===== src/rtl/ex_mdu_seq_pkg.sv =====
// Shared types and helpers for the iterative RV32M multiply/divide sequencer.
package ex_mdu_seq_pkg;

  localparam logic [6:0] FUNCT7_M = 7'b0000001;

  typedef enum logic [2:0] {
    MDU_MUL    = 3'b000,
    MDU_MULH   = 3'b001,
    MDU_MULHSU = 3'b010,
    MDU_MULHU  = 3'b011,
    MDU_DIV    = 3'b100,
    MDU_DIVU   = 3'b101,
    MDU_REM    = 3'b110,
    MDU_REMU   = 3'b111
  } mdu_func_e;

  typedef enum logic [1:0] {
    MDU_IDLE = 2'd0,
    MDU_CALC = 2'd1,
    MDU_DONE = 2'd2
  } mdu_state_e;

  // Operation context latched at start and held through CALC.
  typedef struct packed {
    mdu_func_e func;
    logic      neg;
  } mdu_op_t;

  function automatic logic a_signed(input mdu_func_e f);
    return f inside {MDU_MULH, MDU_MULHSU, MDU_DIV, MDU_REM};
  endfunction

  function automatic logic b_signed(input mdu_func_e f);
    return f inside {MDU_MULH, MDU_DIV, MDU_REM};
  endfunction

  function automatic logic is_div(input mdu_func_e f);
    return f inside {MDU_DIV, MDU_DIVU, MDU_REM, MDU_REMU};
  endfunction

  function automatic logic is_rem(input mdu_func_e f);
    return f inside {MDU_REM, MDU_REMU};
  endfunction

endpackage


===== src/rtl/ex_mdu_seq_core.sv =====
// One combinational iteration of shift-add multiply / restoring divide on
// unsigned magnitudes, plus the sign fix applied to the post-iteration value.
module ex_mdu_seq_core
  import ex_mdu_seq_pkg::*;
#(
  parameter int unsigned XLEN = 32
) (
  input  mdu_func_e       func,
  input  logic            neg,
  input  logic [XLEN-1:0] hi,
  input  logic [XLEN-1:0] lo,
  input  logic [XLEN-1:0] mag_b,
  output logic [XLEN-1:0] hi_nxt,
  output logic [XLEN-1:0] lo_nxt,
  output logic [XLEN-1:0] result
);

  logic [XLEN:0]     sum;
  logic [XLEN:0]     shifted;
  logic [XLEN:0]     trial;
  logic [2*XLEN-1:0] prod;
  logic [2*XLEN-1:0] prod_fix;

  // hi = partial product / remainder, lo = multiplier / dividend-quotient
  always_comb begin : step
    hi_nxt  = hi;
    lo_nxt  = lo;
    sum     = '0;
    shifted = '0;
    trial   = '0;
    if (is_div(func)) begin
      shifted = {hi, lo[XLEN-1]};
      trial   = shifted - {1'b0, mag_b};
      if (trial[XLEN]) begin
        hi_nxt = shifted[XLEN-1:0];
        lo_nxt = {lo[XLEN-2:0], 1'b0};
      end else begin
        hi_nxt = trial[XLEN-1:0];
        lo_nxt = {lo[XLEN-2:0], 1'b1};
      end
    end else begin
      sum              = {1'b0, hi} + (lo[0] ? {1'b0, mag_b} : '0);
      {hi_nxt, lo_nxt} = {sum, lo[XLEN-1:1]};
    end
  end

  always_comb begin : sign_fix
    prod     = {hi_nxt, lo_nxt};
    prod_fix = neg ? -prod : prod;
    result   = '0;
    case (func)
      MDU_MUL:                         result = prod_fix[XLEN-1:0];
      MDU_MULH, MDU_MULHSU, MDU_MULHU: result = prod_fix[2*XLEN-1:XLEN];
      MDU_DIV, MDU_DIVU:               result = neg ? -lo_nxt : lo_nxt;
      default:                         result = neg ? -hi_nxt : hi_nxt;
    endcase
  end

endmodule


===== src/rtl/ex_mdu_seq.sv =====
// EX-stage RV32M sequencer: FSM, iteration counter and operand/result registers.
// Optional MDU_EARLY_OUT_EN finishes trivial multiplies and special divides in one cycle.
module ex_mdu_seq
  import ex_mdu_seq_pkg::*;
#(
  parameter int unsigned XLEN  = 32,
  parameter int unsigned CNT_W = 6
) (
  input  logic            clk,
  input  logic            rstn,
  input  logic            ex_mdu_req,
  input  logic [2:0]      ex_mdu_func3,
  input  logic            ex_flush,
  input  logic [XLEN-1:0] op_a,
  input  logic [XLEN-1:0] op_b,
  output logic            mdu_stall,
  output logic            mdu_busy,
  output logic            mdu_done,
  output logic [XLEN-1:0] mdu_result
);

  mdu_state_e       state, state_nxt;
  mdu_op_t          op;
  mdu_func_e        func_in;
  logic [CNT_W-1:0] cnt;
  logic [XLEN-1:0]  hi, lo, mag_b;
  logic [XLEN-1:0]  hi_nxt, lo_nxt, core_result;
  logic [XLEN-1:0]  a_mag, b_mag, early_res;
  logic             a_neg, b_neg, neg_in;
  logic             start, stall_c, last, early_hit;

  assign func_in = mdu_func_e'(ex_mdu_func3);
  assign a_neg   = a_signed(func_in) & op_a[XLEN-1];
  assign b_neg   = b_signed(func_in) & op_b[XLEN-1];
  assign a_mag   = a_neg ? -op_a : op_a;
  assign b_mag   = b_neg ? -op_b : op_b;
  assign last    = (cnt == CNT_W'(XLEN - 1));

  // Divide by zero keeps an unnegated all-ones quotient; remainder follows the dividend.
  always_comb begin : sign_sel
    neg_in = a_neg ^ b_neg;
    if (is_rem(func_in)) begin
      neg_in = a_neg;
    end else if (is_div(func_in)) begin
      neg_in = (a_neg ^ b_neg) & (|op_b);
    end
  end

`ifdef MDU_EARLY_OUT_EN
  localparam logic [XLEN-1:0] SMIN = {1'b1, {(XLEN-1){1'b0}}};

  always_comb begin : early_out
    early_hit = 1'b0;
    early_res = '0;
    if (!is_div(func_in)) begin
      early_hit = (op_a == '0) || (op_b == '0);
    end else if (op_b == '0) begin
      early_hit = 1'b1;
      early_res = is_rem(func_in) ? op_a : '1;
    end else if (b_signed(func_in) && (op_a == SMIN) && (op_b == '1)) begin
      early_hit = 1'b1;
      early_res = is_rem(func_in) ? '0 : SMIN;
    end
  end
`else
  assign early_hit = 1'b0;
  assign early_res = '0;
`endif

  ex_mdu_seq_core #(
    .XLEN (XLEN)
  ) u_mdu_core (
    .func   (op.func),
    .neg    (op.neg),
    .hi     (hi),
    .lo     (lo),
    .mag_b  (mag_b),
    .hi_nxt (hi_nxt),
    .lo_nxt (lo_nxt),
    .result (core_result)
  );

  always_ff @(posedge clk or negedge rstn) begin : regs
    if (!rstn) begin
      state      <= MDU_IDLE;
      op         <= '0;
      cnt        <= '0;
      hi         <= '0;
      lo         <= '0;
      mag_b      <= '0;
      mdu_result <= '0;
    end else begin
      state <= state_nxt;
      if (start) begin
        op    <= '{func: func_in, neg: neg_in};
        cnt   <= '0;
        hi    <= '0;
        lo    <= is_div(func_in) ? a_mag : b_mag;
        mag_b <= is_div(func_in) ? b_mag : a_mag;
        if (early_hit) begin
          mdu_result <= early_res;
        end
      end else if (state == MDU_CALC) begin
        cnt <= cnt + CNT_W'(1);
        hi  <= hi_nxt;
        lo  <= lo_nxt;
        if (last && !ex_flush) begin
          mdu_result <= core_result;
        end
      end
    end
  end

  // DONE never samples ex_mdu_req so a held instruction cannot restart.
  always_comb begin : fsm
    state_nxt = state;
    start     = 1'b0;
    stall_c   = 1'b0;
    mdu_busy  = 1'b0;
    mdu_done  = 1'b0;
    case (state)
      MDU_IDLE: begin
        start   = ex_mdu_req & ~ex_flush;
        stall_c = start;
        if (start) begin
          state_nxt = early_hit ? MDU_DONE : MDU_CALC;
        end
      end
      MDU_CALC: begin
        mdu_busy = 1'b1;
        stall_c  = ~ex_flush;
        if (ex_flush) begin
          state_nxt = MDU_IDLE;
        end else if (last) begin
          state_nxt = MDU_DONE;
        end
      end
      MDU_DONE: begin
        mdu_done  = ~ex_flush;
        state_nxt = MDU_IDLE;
      end
      default: state_nxt = MDU_IDLE;
    endcase
  end

  assign mdu_stall = stall_c & rstn;

endmodule


===== config.mk =====
export PLATFORM = sky130hd
export DESIGN_NAME = ex_mdu_seq
export DESIGN_NICKNAME = d
export VERILOG_FILES = /design/src/rtl/ex_mdu_seq_pkg.sv /design/src/rtl/ex_mdu_seq_core.sv /design/src/rtl/ex_mdu_seq.sv
export SDC_FILE = /design/constraint.sdc
export NUM_CORES = 1
export LEC_CHECK = 0
export ABC_CLOCK_PERIOD_IN_PS = 7400
export CORE_MARGIN = 2
export CORE_UTILIZATION = 60
export DETAILED_ROUTE_END_ITERATION = 16
export PLACE_DENSITY = 0.9
export SETUP_SLACK_MARGIN = 0.3
export SKIP_LAST_GASP = 1
export SLEW_MARGIN = 20
export SYNTH_ARGS = -nofsm -noshare
export SYNTH_HDL_FRONTEND = slang
export SYNTH_SLANG_ARGS = --single-unit

===== constraint.sdc =====
create_clock -name clk -period 7.4 [get_ports clk]
set_input_delay 1.85 -clock clk [delete_from_list [all_inputs] [get_ports clk]]
set_output_delay 1.85 -clock clk [all_outputs]
set_load 0.05 [all_outputs]

; ---- Word-level counts from Yosys, hierarchy flattened
; Cells that the tools add are included.
[totals]
rom_bits = 0
n_memories = 0
mem_bits_rw = 0
inputBits = 71
word_cells = 86
latch_bits = 0
reg_bits = 140
output_inout_bits = 35
[classes]
order_cmp = 0
n_eq_ne = 18
shifts = 0
bitwise = 8
div_mod_pow = 0
add_sub_neg = 8
mul = 0
n_mux = 29
n_reduce_logical = 15
[ops]
columns = cell, n
row1 = $mux 32, 14
row2 = $neg 32->32, 4
row3 = $pmux 32 s3, 1
row4 = $mux 64, 1
row5 = $neg 64->64, 1
row6 = $add 32x33->33, 1
row7 = $sub 33x32->33, 1
row8 = $reduce_or 32->1, 1
row9 = $eq 3x3->1 const B, 8
row10 = $mux 6, 2
row11 = $reduce_bool 4->1, 3
row12 = $eq 3x2->1 const B, 3
row13 = $add 6x1->6 const B, 1
row14 = $eq 3x1->1 const B, 2
row15 = $eq 6x5->1 const B, 1
row16 = $mux 1, 6
row17 = $mux 2, 3
row18 = $and 1x1->1, 5
row19 = $pmux 2 s2, 1
row20 = $reduce_bool 2->1, 2
row21 = $logic_not 3->1, 1
row22 = $ne 3x3->1 const B, 1
row23 = $reduce_and 3->1, 1
row24 = $reduce_bool 3->1, 1
row25 = 12 further kinds, 13

; ---- Logic depth before layout (Yosys ltp)
; Gate-level depths: netlist (run 1).
[logic_depth]
word_depth = 7
depth_mapped = 25
mapped_depth_nobuf = 23

; ---- Hierarchy
; From an unflattened synthesis (run 1), not the netlist that was laid out.
[unflattened]
cells_unflattened = 1993
area_unflattened_um2 = 15467.3
[modules_own_cells]
columns = module, n_inst, seq_area_each_um2, cells_each, area_each_um2
row1 = ex_mdu_seq_core, 1, 0.0, 1203, 7790.0
row2 = ex_mdu_seq, 1, 3503.4, 790, 7677.4

; ---- Worst setup path before layout (run 1)
; No wires, ideal clock.
[synth_path]
path_kind = reg-to-reg
startpoint = register op[3] (netlist name)
endpoint = register mdu_result[12]
stages_incl_launch_ff = 22
n_path_buf = 8
period_less_slack_ns = 6.038
slack_ns = 1.362
required_ns = 7.317
t_arrival_ns = 5.956
setup_ns = 0.083
cell_sequence = dfrtp_1 -> clkbuf_1 -> clkbuf_1 -> buf_1 -> buf_1 -> clkbuf_1 -> buf_1 -> buf_1 -> mux2i_1 -> ha_1 -> o21ai_0 -> a2111oi_0 -> nand2_1 -> nor2_1 -> nand3_1 -> or2_1 -> clkbuf_1 -> and2_1 -> o41ai_1 -> xnor2_1 -> a21oi_1 -> o21ai_0
[synth_between]
elab_chain_cells = 6
word_cells_on_any_way = 20
cone_classes = add/sub (3) / eq/ne (7) / mux (6) / reduce/logical (4)
[synth_lines]
columns = item, line_no
row1 = from (decl), ex_mdu_seq.sv:23  ; mdu_op_t op;
row2 = from (signal assigned), ex_mdu_seq.sv:95  ; op <= '{func: func_in, neg: neg_in};
row3 = $eq 3x3->1 (on tied branches), "ex_mdu_seq_pkg.sv:38, ex_mdu_seq_core.sv:51"
row4 = $reduce_bool 4->1, ex_mdu_seq_pkg.sv:38  ; return f inside {MDU_DIV, MDU_DIVU, MDU_REM, MDU_REMU};
row5 = $mux 32, ex_mdu_seq_core.sv:31  ; if (is_div(func)) begin
row6 = "$neg 64->64, or another cell as far along", ex_mdu_seq_core.sv:49  ; prod_fix = neg ? -prod : prod;
row7 = "$mux 64, or another cell as far along", ex_mdu_seq_core.sv:49
row8 = $pmux 32 s3 *, ex_mdu_seq_core.sv:51  ; case (func)
row9 = to (signal assigned), ex_mdu_seq.sv:101  ; mdu_result <= early_res;
row10 = to (signal assigned), ex_mdu_seq.sv:108  ; mdu_result <= core_result;
row11 = to (decl), ex_mdu_seq.sv:19  ; output logic [XLEN-1:0] mdu_result
; Every way passes the cells marked *; elsewhere a longest branch is shown, timed or not.
; A chain may end at the register's enable or synchronous reset.

; ---- Worst setup path after layout (run 1)
[layout_path]
startpoint = register lo[31]
endpoint = register mdu_result[0]
[layout_between]
elab_chain_cells = 6
word_cells_on_any_way = 12
cone_classes = add/sub (4) / mux (8)
[layout_lines]
columns = item, line_no
row1 = from (decl), ex_mdu_seq.sv:26  ; logic [XLEN-1:0] hi, lo, mag_b;
row2 = from (signal assigned), ex_mdu_seq.sv:98  ; lo <= is_div(func_in) ? a_mag : b_mag;
row3 = from (signal assigned), ex_mdu_seq.sv:106  ; lo <= lo_nxt;
row4 = $sub 33x32->33, ex_mdu_seq_core.sv:33  ; trial = shifted - {1'b0, mag_b};
row5 = $mux 1 or $mux 32 (tied branches), ex_mdu_seq_core.sv:34  ; if (trial[XLEN]) begin
row6 = $mux 32, ex_mdu_seq_core.sv:31
row7 = "$neg 64->64, or another cell as far along", ex_mdu_seq_core.sv:49
row8 = "$mux 64, or another cell as far along", ex_mdu_seq_core.sv:49
row9 = $pmux 32 s3 *, ex_mdu_seq_core.sv:51
; Marks and branches as above.

==> flow_summary.json, run 1 <==
{
  "die_h_um": 163,
  "cts_tree": "built",
  "crit_required_ps": 7710,
  "cts_buffers": 17,
  "synth_top_flop_cell": "dfrtp_1",
  "io_buffers": 105,
  "cp.arrival_ps": 6620,
  "syn_to_final_growth_pct": 11.9,
  "dieArea_um2": 26500,
  "avgSynthCellArea_um2": 7.28,
  "timing.rr.end": "mdu_result[0]",
  "setup_tns_ps": 0,
  "grt_overflow_total": 0,
  "total_power_mw": 6.82,
  "startpoint_type": "flop",
  "powerDensity_nw_per_um2": 403,
  "initial_utilization_pct": 60.6,
  "antenna_found_initial": 4,
  "slew_headroom_pct": 18.6,
  "hold_buffers": 0,
  "finalCritPeriodShare_pct": 85.3,
  "synth_cells": 2078,
  "synth_seq_cells": 140,
  "synth_nets": 2220,
  "grt_pass1_vias": 15300,
  "r2r_slack_ps": 1090,
  "routedWlPerCell_um": 22.9,
  "drv_cap": 0,
  "path_max_fanout": 12,
  "drc": 0,
  "peakVddDrop_mv": 0.224,
  "path_clk_slew_ps": 70,
  "cp_slowest_cell": "or4_4",
  "io-pin-count": 106,
  "drt-initial-drc-count": 2205,
  "hold_violations": 0,
  "final.setup_skew_ps": 19.3,
  "synth_edf_count": 0,
  "drt_wl_total_mm": 55.9,
  "crit_chain": "inv_1, ha_1, fa_1, nand2b_1, a21oi_2, o21ai_2, o21a_4, or4_4, and3_4, nor2_1, ha_1, o21ai_0, a2111oi_0, buf_4, nand2_1, nor2_1, nand3_1, or2_1, nand2_1, xor2_1, a221oi_1, o21ai_0",
  "clk_latency_ps": 450,
  "p_leak_nw": 6.76,
  "slew_viol_final": 0,
  "hold_start": "mdu_result[1]",
  "rr_worst_depth": 22,
  "setup_violations": 0,
  "reg2reg_from": "lo[31]",
  "drt_first_pass_iters": 6,
  "ant_nets": 0,
  "status": "completed",
  "critical_path_class": "flop to flop",
  "whs_path_depth": 2,
  "clock.fmax_ghz": 0.158,
  "fin_crit_ps": 6310,
  "ctsResizeCount": 0,
  "gp_congestion": 0.981,
  "coreArea_um2": 25000,
  "ctsRootBufferMaster": "clkbuf_16",
  "h-tree-depth": 4,
  "vias": 16500,
  "critPathMaxStageDelay_ps": 650,
  "synth.distinct_cells": 89,
  "cts_setup_buffers": 0,
  "grt_max_degree": 120,
  "cts_num_sinks": 140,
  "synth-async-reset-ratio_pct": 100,
  "synth_area_um2": 15100,
  "min_to": "mdu_result[1]",
  "hold_path_class": "flop to flop",
  "worst_pin_slew_ps": 1210,
  "fp.dieW_um": 163,
  "viasPerCell": 6.76,
  "grt_usage_pct": 42.2,
  "ctsLongestPathBuffers": 2,
  "ys_warn_count": 0,
  "yosysSeqAreaShare_pct": 23.2,
  "drive_gt1_share_pct": 5.36,
  "hpwlAfterDp_mm": 43.2,
  "row_count": 58,
  "end_kind": "flop",
  "rsz0062_at_grt": "false",
  "grt_pass1_wl_mm": 86.3,
  "layout.nets": 2236
}
## per-stage QoR
step / setup WS [ps] / std cells / hold slack, ps / util (%) / instance area, um^2
2_1_floorplan: 1360 / 2078 / 453 / - / 15100
3_3_place_gp: 1460 / 2405 / 465 / 65.2 / 16300
3_5_place_dp: 1190 / 2405 / 474 / 65.2 / 16300
4_1_cts: 1130 / 2437 / 485 / 67.7 / 16900
5_1_grt: 769 / 2437 / 518 / 67.8 / 16900
6_report: 1090 / 2439 / 483 / 67.8 / 16900
## worst max-delay path, delay by kind of cell (launching register included)
kind	cells	cell delay, ps
AO/OA/AOI/OAI	7	1940
XOR/XNOR	1	120
adder cells (fa/ha/maj)	3	820
buffers and inverters	2	320
flip-flops	1	370
AND/OR/NAND/NOR	9	2590
## cell families (layout without fill, tap and decap cells)
family	count (synthesis)	after routing	share of synthesized area (%)
AOI/OAI and AO/OA	699	699	29.1
and+or+nand+nor	763	763	24.1
other	0	2	0
buffers and inverters	191	220	4.88
xor gates and xnor gates	166	166	9.61
muxes	48	48	3.24
adders and majority gates	71	71	5.97
DFF	140	140	23.2
## state kept, by name, summed over array words and instances (netlist names)
register    cells
cnt             6
hi             32
state           2
lo             32
mdu_result     32
op              4
mag_b          32
## cell usage in the layout (no fill, tap or decap), types with 11 or more instances in the layout
master / instances
nand4_1: 35
o21ai_0: 233
a21oi_1: 174
o211ai_1: 48
mux2i_1: 40
dfrtp_1: 137
o41ai_1: 17
nor2_1: 194
nor2b_1: 11
clkdlybuf4s50_1: 103
nand2_1: 263
a31oi_1: 26
a21o_1: 30
nand2b_1: 22
nor3_1: 35
a211oi_1: 18
and2_1: 47
xnor2_1: 103
ha_1: 69
nor4_1: 21
o31ai_1: 26
xor2_1: 63
nand3_1: 68
inv_1: 55
o22ai_1: 12
buf_4: 26
clkbuf_16: 17
## Yosys cell counts (all sizes together), types with 13 or more instances
master | instances | area, um^2
a21o | 30 | 225
nor4 | 24 | 195
nand2 | 263 | 987
mux2i | 40 | 400
nor2 | 194 | 728
a21oi | 177 | 897
buf | 24 | 111
nand3 | 68 | 340
dfrtp | 140 | 3500
nand4 | 36 | 240
nand2b | 23 | 144
and2 | 48 | 300
o41ai | 18 | 165
a221oi | 13 | 150
xnor2 | 103 | 902
clkbuf | 109 | 409
a211oi | 19 | 143
nor3 | 36 | 185
a31oi | 26 | 163
o31ai | 27 | 208
inv | 55 | 206
o211ai | 48 | 360
o21ai | 238 | 1200
xor2 | 63 | 552
ha | 69 | 863
## final cells by class
class                   instances  area, um^2
well taps                     330         413
flip-flops and latches        140        3510
multi-input cells            1747       10900
fillers                      2189        8040
clock buffers                  17         425
inverters                      58         218
diodes                          2        5.00
repair buffers                130        1240
clock inverters                15         214
## metal layers
| metal | part of all wire, % | vias up | track usage [%] |
|---|---|---|---|
| li1 | - | 7605 | - |
| met1 | 38 | 7649 | 53.1 |
| met2 | 46 | 1010 | 68.9 |
| met3 | 9.9 | 210 | 7.74 |
| met4 | 6.0 | 2 | 22.6 |
| met5 | 0.023 | - | 0 |
## how the worst max path moves through the flow
stage           start              to  slack [ps]  cells past startpoint
2_1_floorplan   op[3]  mdu_result[12]        1360                     21
3_3_place_gp   lo[31]  mdu_result[28]        1460                     16
3_5_place_dp   lo[31]  mdu_result[28]        1190                     16
4_1_cts        lo[31]  mdu_result[28]        1130                     16
5_1_grt        lo[31]   mdu_result[0]         770                     22
6_report       lo[31]   mdu_result[0]        1090                     22
## power by group
part | leakage [nW] | switching [mW] | internal [mW]
Combinational | 4.63 | 3.00 | 1.63
Sequential | 1.82 | 0.277 | 0.940
Clock | 0.310 | 0.399 | 0.572
(Power assumes the default switching activity.)
==> run 2: changes to the inputs <==
--- a/config.mk
+++ b/config.mk
@@ -9,6 +9,7 @@
 export CORE_MARGIN = 2
 export CORE_UTILIZATION = 60
 export DETAILED_ROUTE_END_ITERATION = 16
+export MAX_ROUTING_LAYER = met4
 export PLACE_DENSITY = 0.9
 export SETUP_SLACK_MARGIN = 0.3
 export SKIP_LAST_GASP = 1
==> flow_summary.json, run 2 (synthesis results as in run 1) <==
{
  "slew_viol_final": 0,
  "drv_cap": 0,
  "drt_wl_total_mm": 55.9,
  "io-pin-count": 106,
  "rsz0062_at_grt": "false",
  "hold_start": "mdu_result[9]",
  "rr_worst_depth": 22,
  "hpwlAfterDp_mm": 43.2,
  "fin_ws_ps": 1020,
  "grt_pass1_wl_mm": 85.2,
  "cts_num_sinks": 140,
  "ctsRootBufferMaster": "clkbuf_16",
  "ctsLongestPathBuffers": 2,
  "hold_buffers": 0,
  "cp.arrival_ps": 6660,
  "hold_violations": 0,
  "cts_setup_buffers": 0,
  "setup_tns_ps": 0,
  "die_h_um": 163,
  "fin_crit_ps": 6380,
  "setup_violations": 0,
  "pre_cts_ws_ps": 1260,
  "fp.dieW_um": 163,
  "path_clk_slew_ps": 60,
  "grt_overflow_total": 0,
  "dpl_cell_area_um2": 16300,
  "startpoint_type": "flop",
  "peakVddDrop_mv": 0.247,
  "whs_path_depth": 2,
  "drive_gt1_share_pct": 5.18,
  "initial_utilization_pct": 60.6,
  "gp_congestion": 1.01,
  "drt_first_pass_iters": 8,
  "drc": 0,
  "io_buffers": 105,
  "vias": 16400,
  "row_count": 58,
  "end_kind": "flop",
  "grt_usage_pct": 43.0,
  "critical_path_class": "flop to flop",
  "grt_max_degree": 121,
  "syn_to_final_growth_pct": 11.5,
  "coreArea_um2": 25000,
  "cts_tree": "built",
  "p_leak_nw": 6.72,
  "crit_required_ps": 7680,
  "r2r_slack_ps": 1020,
  "dieArea_um2": 26500,
  "fin_area_um2": 16900,
  "final_common_cell": "nand2_1",
  "finalCritPeriodShare_pct": 86.2,
  "grt_pass1_vias": 15100,
  "cts_buffers": 17,
  "final.setup_skew_ps": 16.4,
  "path_max_fanout": 12,
  "powerDensity_nw_per_um2": 402,
  "slew_headroom_pct": 25.3,
  "hold_path_class": "flop to flop",
  "reg2reg_from": "lo[31]",
  "total_power_mw": 6.78,
  "drt-initial-drc-count": 2180,
  "worst_pin_slew_ps": 1110,
  "routedWlPerCell_um": 22.9,
  "h-tree-depth": 4,
  "min_to": "mdu_result[9]",
  "layout.nets": 2234,
  "status": "completed",
  "clock.fmax_ghz": 0.157,
  "clk_latency_ps": 440,
  "layout_common_cells": "nand2_1 (263), o21ai_0 (232), nor2_1 (194)",
  "ctsResizeCount": 0,
  "viasPerCell": 6.74,
  "timing.rr.end": "mdu_result[0]",
  "antenna_found_initial": 4,
  "ant_nets": 0,
  "finish.utilization_pct": 67.5
}
run 2: changes by cell type in the layout (fill, tap and decap cells not counted), sizes merged:
cell	previous run	this run
clkbuf	17	20
inv	59	58
diode	2	4
clkinvlp	1	4
buf	27	25
bufinv	4	2
clkinv	9	6
run 2: report_power, final:
group / internal [mW] / switching (mW)
registers: 0.940 / 0.271
clock network: 0.517 / 0.384
logic: 1.63 / 3.04
total: 3.08 / 3.69
run 2: worst max-delay path by stage:
| stage | start | cells after the start | endpoint |
|---|---|---|---|
| 3_3_place_gp | lo[31] | 22 | mdu_result[0] |
| 3_5_place_dp | lo[31] | 22 | mdu_result[0] |
| 5_1_grt | lo[31] | 16 | mdu_result[29] |
| 2_1_floorplan | op[3] | 21 | mdu_result[12] |
| 4_1_cts | lo[31] | 22 | mdu_result[0] |
| 6_report | lo[31] | 22 | mdu_result[0] |
run 2: area by class of cell:
type                            instances  area [um^2]
Clock buffer                           20          457
Tap cell                              330          413
Multi-Input combinational cell       1747        10900
Fill cell                            2190         8100
Sequential cell                       140         3510
Inverter                               58          218
Antenna cell                            4         10.0
Clock inverter                         12          135
Timing Repair Buffer                  128         1220
run 2: metrics by stage:
stage / hold WS, ps / cells
final: 489 / 2439
after global routing: 514 / 2439
after CTS: 488 / 2435
after detailed placement: 476 / 2403
after global placement: 461 / 2403
after floorplan: 453 / 2078
run 2: metal layers:
metal	GRT usage, %	vias to the layer above	part of all wire (%)
li1	-	7590	-
met1	52.1	7703	39
met2	68.9	948	46
met3	7.97	187	9.4
met4	21.2	0	5.3
met5	-	-	0
run 2: critical path, stage by stage, from the launching register on:
cell       delay (ps)
dfrtp_1           400
inv_1             110
ha_1              240
fa_1              390
nand2b_1          200
a21oi_2           210
o21ai_2           130
o21a_4            250
or4_4             650
and3_4            280
nor2_1            230
ha_1              210
o21ai_0           140
a2111oi_0         410
buf_4             230
nand2_1           110
nor2_1            220
nand3_1           120
or2_1             420
nand2_1           360
xor2_1            130
a221oi_1          560
o21ai_0           200
